`src/rtl/jedro_1_trap_ctrl.sv`:
```
// jedro_1_trap_ctrl
//   Trap sequencer for the jedro_1 core. Arbitrates synchronous exceptions,
//   machine interrupts (MEI/MSI/MTI), MRET and WFI, owns the machine trap
//   CSRs and redirects fetch through a jump/ack handshake.
//
// Ports
//   clk_i, rstn_i            clock, asynchronous active-low reset
//   exc_*                    exception request, cause, faulting PC, trap value
//   mret_i, wfi_i, wfi_pc_i  retiring MRET / WFI (and the WFI's PC)
//   next_pc_i/_valid_i       precise PC of next instruction (interrupt mepc)
//   irq_msip/mtip/meip_i     level interrupt pending lines
//   csr_we/addr/wdata_i      software CSR write port (value already resolved)
//   jump_o/jump_addr_o       redirect request to fetch, held until jump_ack_i
//   busy_o, sleep_o          pipeline stall, WFI sleep indication
//   m*_o                     CSR read values
module jedro_1_trap_ctrl #(
   parameter logic [31:0] MTVEC_RESET = 32'h0040_0000,
   parameter bit          VECTORED_EN = 1'b1
) (
   input  logic        clk_i,
   input  logic        rstn_i,
   input  logic        exc_valid_i,
   input  logic [3:0]  exc_cause_i,
   input  logic [31:0] exc_pc_i,
   input  logic [31:0] exc_tval_i,
   input  logic        mret_i,
   input  logic        wfi_i,
   input  logic [31:0] wfi_pc_i,
   input  logic [31:0] next_pc_i,
   input  logic        next_pc_valid_i,
   input  logic        irq_msip_i,
   input  logic        irq_mtip_i,
   input  logic        irq_meip_i,
   input  logic        csr_we_i,
   input  logic [11:0] csr_addr_i,
   input  logic [31:0] csr_wdata_i,
   output logic        jump_o,
   output logic [31:0] jump_addr_o,
   input  logic        jump_ack_i,
   output logic        busy_o,
   output logic        sleep_o,
   output logic [31:0] mstatus_o,
   output logic [31:0] mie_o,
   output logic [31:0] mip_o,
   output logic [31:0] mtvec_o,
   output logic [31:0] mepc_o,
   output logic [31:0] mcause_o,
   output logic [31:0] mtval_o
);

   localparam logic [1:0] ST_IDLE  = 2'd0;
   localparam logic [1:0] ST_JUMP  = 2'd1;
   localparam logic [1:0] ST_SLEEP = 2'd2;

   localparam logic [11:0] CSR_MSTATUS = 12'h300;
   localparam logic [11:0] CSR_MIE     = 12'h304;
   localparam logic [11:0] CSR_MTVEC   = 12'h305;
   localparam logic [11:0] CSR_MEPC    = 12'h341;
   localparam logic [11:0] CSR_MCAUSE  = 12'h342;
   localparam logic [11:0] CSR_MTVAL   = 12'h343;

   localparam logic [31:0] MIE_MASK = 32'h0000_0888;

   logic [1:0]  state_reg, state_next;
   logic [31:0] target_reg, target_next;
   logic        status_mie_reg, status_mie_next;
   logic        status_mpie_reg, status_mpie_next;
   logic [31:0] mie_reg, mie_next;
   logic [29:0] mtvec_base_reg, mtvec_base_next;
   logic [1:0]  mtvec_mode_reg, mtvec_mode_next;
   logic [29:0] mepc_reg, mepc_next;
   logic        mcause_irq_reg, mcause_irq_next;
   logic [3:0]  mcause_code_reg, mcause_code_next;
   logic [31:0] mtval_reg, mtval_next;

   logic [31:0] mip;
   logic [31:0] pending;
   logic [3:0]  irq_code;
   logic [31:0] trap_base;
   logic [31:0] irq_target;
   logic [31:0] wfi_pc_plus4;
   logic        irq_ok;
   logic        mode_legal;
   logic        unused_bits;

   assign mip       = {20'b0, irq_meip_i, 3'b0, irq_mtip_i, 3'b0, irq_msip_i, 3'b0};
   assign pending   = mip & mie_reg;
   assign irq_ok    = status_mie_reg & next_pc_valid_i & (|pending);
   assign trap_base = {mtvec_base_reg, 2'b00};

   // MEI > MSI > MTI
   always_comb begin
      irq_code = 4'd7;
      if (pending[11])
         irq_code = 4'd11;
      else if (pending[3])
         irq_code = 4'd3;
   end

   assign irq_target   = (VECTORED_EN && mtvec_mode_reg == 2'b01) ?
                         trap_base + {26'b0, irq_code, 2'b00} : trap_base;
   assign wfi_pc_plus4 = wfi_pc_i + 32'd4;

   // Reserved or unsupported mode encodings keep the current mode.
   assign mode_legal = (csr_wdata_i[1:0] == 2'b00) ||
                       (VECTORED_EN && csr_wdata_i[1:0] == 2'b01);

   // Low PC bits are never stored in mepc.
   assign unused_bits = ^{exc_pc_i[1:0], next_pc_i[1:0], wfi_pc_plus4[1:0]};

   always_comb begin
      state_next       = state_reg;
      target_next      = target_reg;
      status_mie_next  = status_mie_reg;
      status_mpie_next = status_mpie_reg;
      mie_next         = mie_reg;
      mtvec_base_next  = mtvec_base_reg;
      mtvec_mode_next  = mtvec_mode_reg;
      mepc_next        = mepc_reg;
      mcause_irq_next  = mcause_irq_reg;
      mcause_code_next = mcause_code_reg;
      mtval_next       = mtval_reg;

      // Software writes first; trap-side updates below override the fields
      // they touch and leave the rest of the write in place.
      if (csr_we_i) begin
         case (csr_addr_i)
            CSR_MSTATUS: begin
               status_mie_next  = csr_wdata_i[3];
               status_mpie_next = csr_wdata_i[7];
            end
            CSR_MIE:   mie_next = csr_wdata_i & MIE_MASK;
            CSR_MTVEC: begin
               mtvec_base_next = csr_wdata_i[31:2];
               if (mode_legal)
                  mtvec_mode_next = csr_wdata_i[1:0];
            end
            CSR_MEPC:  mepc_next = csr_wdata_i[31:2];
            CSR_MCAUSE: begin
               mcause_irq_next  = csr_wdata_i[31];
               mcause_code_next = csr_wdata_i[3:0];
            end
            CSR_MTVAL: mtval_next = csr_wdata_i;
            default: ;
         endcase
      end

      case (state_reg)
         ST_IDLE: begin
            if (exc_valid_i) begin
               mepc_next        = exc_pc_i[31:2];
               mcause_irq_next  = 1'b0;
               mcause_code_next = exc_cause_i;
               mtval_next       = exc_tval_i;
               status_mpie_next = status_mie_reg;
               status_mie_next  = 1'b0;
               target_next      = trap_base;
               state_next       = ST_JUMP;
            end else if (irq_ok) begin
               mepc_next        = next_pc_i[31:2];
               mcause_irq_next  = 1'b1;
               mcause_code_next = irq_code;
               mtval_next       = 32'd0;
               status_mpie_next = status_mie_reg;
               status_mie_next  = 1'b0;
               target_next      = irq_target;
               state_next       = ST_JUMP;
            end else if (mret_i) begin
               status_mie_next  = status_mpie_reg;
               status_mpie_next = 1'b1;
               target_next      = {mepc_reg, 2'b00};
               state_next       = ST_JUMP;
            end else if (wfi_i) begin
               state_next = ST_SLEEP;
            end
         end
         ST_JUMP: begin
            if (jump_ack_i)
               state_next = ST_IDLE;
         end
         ST_SLEEP: begin
            // Wake ignores MIE; MIE only decides whether the trap is taken.
            if (|pending) begin
               if (status_mie_reg) begin
                  mepc_next        = wfi_pc_plus4[31:2];
                  mcause_irq_next  = 1'b1;
                  mcause_code_next = irq_code;
                  mtval_next       = 32'd0;
                  status_mpie_next = 1'b1;
                  status_mie_next  = 1'b0;
                  target_next      = irq_target;
                  state_next       = ST_JUMP;
               end else begin
                  state_next = ST_IDLE;
               end
            end
         end
         default: state_next = ST_IDLE;
      endcase
   end

   always_ff @(posedge clk_i or negedge rstn_i) begin
      if (!rstn_i) begin
         state_reg       <= ST_IDLE;
         target_reg      <= 32'd0;
         status_mie_reg  <= 1'b0;
         status_mpie_reg <= 1'b0;
         mie_reg         <= 32'd0;
         mtvec_base_reg  <= MTVEC_RESET[31:2];
         mtvec_mode_reg  <= VECTORED_EN ? MTVEC_RESET[1:0] : 2'b00;
         mepc_reg        <= 30'd0;
         mcause_irq_reg  <= 1'b0;
         mcause_code_reg <= 4'd0;
         mtval_reg       <= 32'd0;
      end else begin
         state_reg       <= state_next;
         target_reg      <= target_next;
         status_mie_reg  <= status_mie_next;
         status_mpie_reg <= status_mpie_next;
         mie_reg         <= mie_next;
         mtvec_base_reg  <= mtvec_base_next;
         mtvec_mode_reg  <= mtvec_mode_next;
         mepc_reg        <= mepc_next;
         mcause_irq_reg  <= mcause_irq_next;
         mcause_code_reg <= mcause_code_next;
         mtval_reg       <= mtval_next;
      end
   end

   assign jump_o      = (state_reg == ST_JUMP);
   assign jump_addr_o = target_reg;
   assign busy_o      = (state_reg != ST_IDLE);
   assign sleep_o     = (state_reg == ST_SLEEP);
   assign mstatus_o   = {24'b0, status_mpie_reg, 3'b0, status_mie_reg, 3'b0};
   assign mie_o       = mie_reg;
   assign mip_o       = mip;
   assign mtvec_o     = {mtvec_base_reg, mtvec_mode_reg};
   assign mepc_o      = {mepc_reg, 2'b00};
   assign mcause_o    = {mcause_irq_reg, 27'b0, mcause_code_reg};
   assign mtval_o     = mtval_reg;

endmodule

```
`config.mk`:
```
export PLATFORM = sky130hd
export DESIGN_NAME = jedro_1_trap_ctrl
export DESIGN_NICKNAME = d
export VERILOG_FILES = /design/src/rtl/jedro_1_trap_ctrl.sv
export SDC_FILE = /design/constraint.sdc
export NUM_CORES = 1
export LEC_CHECK = 0
export CAP_MARGIN = 10
export CORE_UTILIZATION = 30
export DETAILED_ROUTE_END_ITERATION = 6
export PLACE_DENSITY_LB_ADDON = 0.15
export SETUP_SLACK_MARGIN = 0.1
export SLEW_MARGIN = 15
export SYNTH_ARGS = -nofsm -noshare
export SYNTH_HDL_FRONTEND = slang
export SYNTH_SLANG_ARGS = --single-unit
```
`constraint.sdc`:
```
create_clock -name clk_i -period 2.8 [get_ports clk_i]
set_input_delay 0.42 -clock clk_i [delete_from_list [all_inputs] [get_ports clk_i]]
set_output_delay 0.42 -clock clk_i [all_outputs]
set_load 0.01 [all_outputs]
```
==> run_results.csv <==
group,metric,value,unit
worst_setup_path,required,2.38,ns
sta,slew_headroom,0.492,
synthesis,synth_most_common_cell,"dfrtp_1",
synthesis,ys_seq_area_frac,0.368,
global_route,antenna_found_initial,3,
worst_setup_path,crit_chain,"nand2b_1 > inv_1 > buf_4 > clkdlybuf4s50_1",
sta,worst_pin_slew,0.759,ns
floorplanning,placeableCoreArea,0.0300,mm²
global_route,grt_pass1_vias,8479,
clock_network,postCtsResizedCells,0,
sta,final_max_slew_viol_count,0,
placed_design,port_buffers,320,
floorplanning,fp-row-count,63,
clock_network,tritoncts,"yes",
synthesis,synth_area_leader_cell,"dfrtp_1",
placed_design,pre_cts_ws,0.0738,ns
min_path,hold_start,"jump_addr_o[3]",
worst_setup_path,start_kind,"flip-flop",
finish,filler_cell_count,2964,
worst_setup_path,reg2reg_from,"mtvec_base_reg[0]",
synthesis,syn-cell-area,0.00926,mm²
power,peakVddDrop,0.000404,V
clock_network,clock_path_buffers,2,
min_path,hold_class,"reg2reg",
power,switching_share,0.328,
synthesis,synth_flop_cell,"dfrtp_1",
worst_setup_path,slowest_delay,0.56,ns
finish,drive_gt1_frac,0.133,
route,first_iter_violations,539,
sta,layout_min_cycle_time,2.51,ns
placed_design,postPlaceCellArea,0.0129,mm²
synthesis,netlist_instances,989,
clock_network,cts_buffers,17,
route,vias,8729,
min_path,hold_end,"jump_addr_o[3]",
floorplanning,ios,446,
power,p_seq_frac,0.359,
outcome,status,"finished, final reports clean",
sta,finalSetupViolations,0,
synthesis,async_reset_ff_frac,1.00,
finish,design_area,0.0135,mm²
power,leakage,5.75,nW
floorplanning,initial_core_util,0.308,
synthesis,synth_area_leaders,"dfrtp_1, buf_4, mux2i_1, mux2_2, o21ai_0",
worst_setup_path,cp_top_family,"buffers and inverters",
min_path,hold_path_depth,2,
worst_setup_path,r2r_cells,8,
synthesis,ys_seq_elements,136,
global_route,overflow,0,
sta,period_share,0.895,
sta,rsz0062_at_grt,"false",
global_route,grt_pass1_wl,55500,µm
route,postRouteAntennaNets,0,
floorplanning,die_h,178,µm
power,power.switching,2.59,mW
worst_setup_path,end_kind,"output port",
placed_design,gp_congestion,0.887,
placed_design,hpwl,30500,µm
finish,area_growth,46.4,%
sta,fin_ws,0.294,ns
route,vias_per_cell,4.99,
synthesis,synth_top_cells_by_count,"dfrtp_1, buf_4, nand2_1",
finish,layout.nets,1531,
floorplanning,die_x,178,µm
clock_network,insertion_delay,0.42,ns
power,p_comb_frac,0.329,
worst_setup_path,path_buf_inv,3,
clock_network,clkSinkCount,136,
finish,seqCellArea,0.00340,mm²
synthesis,netlist.area_leader.share,0.365,
global_route,grt_max_degree,52,
floorplanning,die-area,0.0316,mm²
route,drc,0,
route,dr.pass1.iters,7,
synthesis,syn_avg_cell_area,9.36,µm²
worst_setup_path,cp_slowest_cell,"dfrtp_1",
worst_setup_path,worstPathArrival,2.09,ns
power,clockPowerShare,0.312,
clock_network,cts_root_buf,"clkbuf_16",
synthesis,synth_edf_count,0,
sta,fmax,399,MHz
sta,skew,0.0104,ns
clock_network,h-tree-depth,4,
synthesis,synth_warnings,0,
finish,multi_input_area,0.00508,mm²
sta,tns,0,ns
worst_setup_path,rrSetupSlack,0.42,ns
clock_network,clk_transition_reported_paths,0.06,ns
power,internal_power,5.31,mW
finish,largest_reg_flops,32,
worst_setup_path,reg2reg_to,"jump_addr_o[10]",
route,wl,38500,µm
clock_network,post-cts-setup-buffers,0,
worst_setup_path,crit_type,"reg2out",
global_route,grtUsageTotal,0.242,
route,wl_per_cell,22.0,µm
synthesis,synth_cell_type_count,76,
flow_run,maxCapViolCount,0,
worst_setup_path,worstPathMaxFanout,13,
power,powerDensity,583,mW/mm²
sta,hold_viol_final,0,
## worst max-delay path by stage
stage | from | slack (ns) | cells after the start | to
2_1_floorplan | mtvec_base_reg[0] | 0.68 | 8 | jump_addr_o[28]
5_1_grt | state_reg[0] | 0.24 | 4 | sleep_o
4_1_cts | state_reg[0] | 0.29 | 4 | sleep_o
3_3_place_gp | irq_msip_i | 0.09 | 9 | mepc_reg[11]
3_5_place_dp | irq_msip_i | 0.07 | 9 | mepc_reg[11]
6_report | state_reg[0] | 0.29 | 4 | sleep_o
## routing by layer
layer / GRT usage / part of all wire / wire length (µm) / vias up
li1: - / - / - / 4098
met1: 0.331 / 0.45 / 17300 / 4236
met2: 0.389 / 0.48 / 18300 / 368
met3: 0.0493 / 0.061 / 2370 / 27
met4: 0.0609 / 0.014 / 521 / 0
met5: 0 / 0 / 0 / -
## worst reg2reg max path, delay by kind of cell (launching register included)
| family | cells | cell delay (ns) |
|---|---|---|
| buffers and inverters | 1 | 0.13 |
| AOI/OAI and AO/OA | 5 | 1.27 |
| DFF | 1 | 0.39 |
| and+or+nand+nor | 1 | 0.22 |
| adders and majority gates | 1 | 0.26 |
## through the flow
step                cells  utilization  hold WS [ns]  total power [mW]
finish               1748        0.451         0.482              7.90
CTS                  1745        0.451         0.485              7.97
global route         1747        0.451         0.518              8.28
global placement     1712        0.430         0.384              5.46
floorplan            1107            -         0.124              3.84
detailed placement   1712        0.430         0.391              5.49
## power by group through the flow
stage          combinational (mW)  clock, mW  sequential (mW)
4_1_cts                      2.63       2.50             2.84
2_1_floorplan               0.976          0             2.87
5_1_grt                      2.81       2.59             2.88
3_5_place_dp                 2.62          0             2.87
6_report                     2.60       2.47             2.84
3_3_place_gp                 2.61          0             2.86
## kinds of logic after synthesis
logic type | after synthesis | share of synthesized area
buffers and inverters | 191 | 0.133
AND/OR/NAND/NOR | 229 | 0.122
flip-flops | 136 | 0.368
XOR/XNOR | 37 | 0.0350
adder cells (fa/ha/maj) | 2 | 0.00270
other | 1 | 0.000405
multiplexers | 126 | 0.143
AO/OA/AOI/OAI | 267 | 0.197
## repair_timing
item	in CTS	in global routing
hold buffers	1	0
endpoints found under the setup margin	0	0
endpoints found under the hold margin	37	0
## cell usage in the layout, fill, tap and decap left out, types with 7 or more instances in the layout
cell type | netlist | layout
o22ai_1 | 10 | 10
o21ai_0 | 76 | 76
xor2_1 | 24 | 24
and3_1 | 13 | 12
conb_1 | 1 | 119
clkdlybuf4s50_1 | 0 | 319
buf_4 | 129 | 68
a222oi_1 | 8 | 8
a22oi_1 | 24 | 24
nor3_1 | 15 | 14
clkbuf_16 | 0 | 17
nand4_1 | 13 | 13
a21oi_1 | 48 | 48
o21a_1 | 8 | 8
nand2_1 | 80 | 80
inv_1 | 9 | 9
a22o_1 | 8 | 8
mux2i_1 | 79 | 79
mux2_2 | 47 | 47
xnor2_1 | 13 | 13
nand3_1 | 20 | 19
buf_12 | 0 | 9
o221ai_1 | 16 | 16
dfrtp_1 | 135 | 135
nor2_1 | 50 | 49
o21ai_1 | 7 | 7
## cell type report
class                           count  area share
Multi-Input combinational cell    780       0.375
Clock inverter                     14      0.0147
Tap cell                          390      0.0360
Sequential cell                   136       0.251
Antenna cell                        3    0.000554
Clock buffer                       18      0.0317
Timing Repair Buffer              398       0.288
Inverter                            9     0.00249
(Power assumes the default switching activity.)
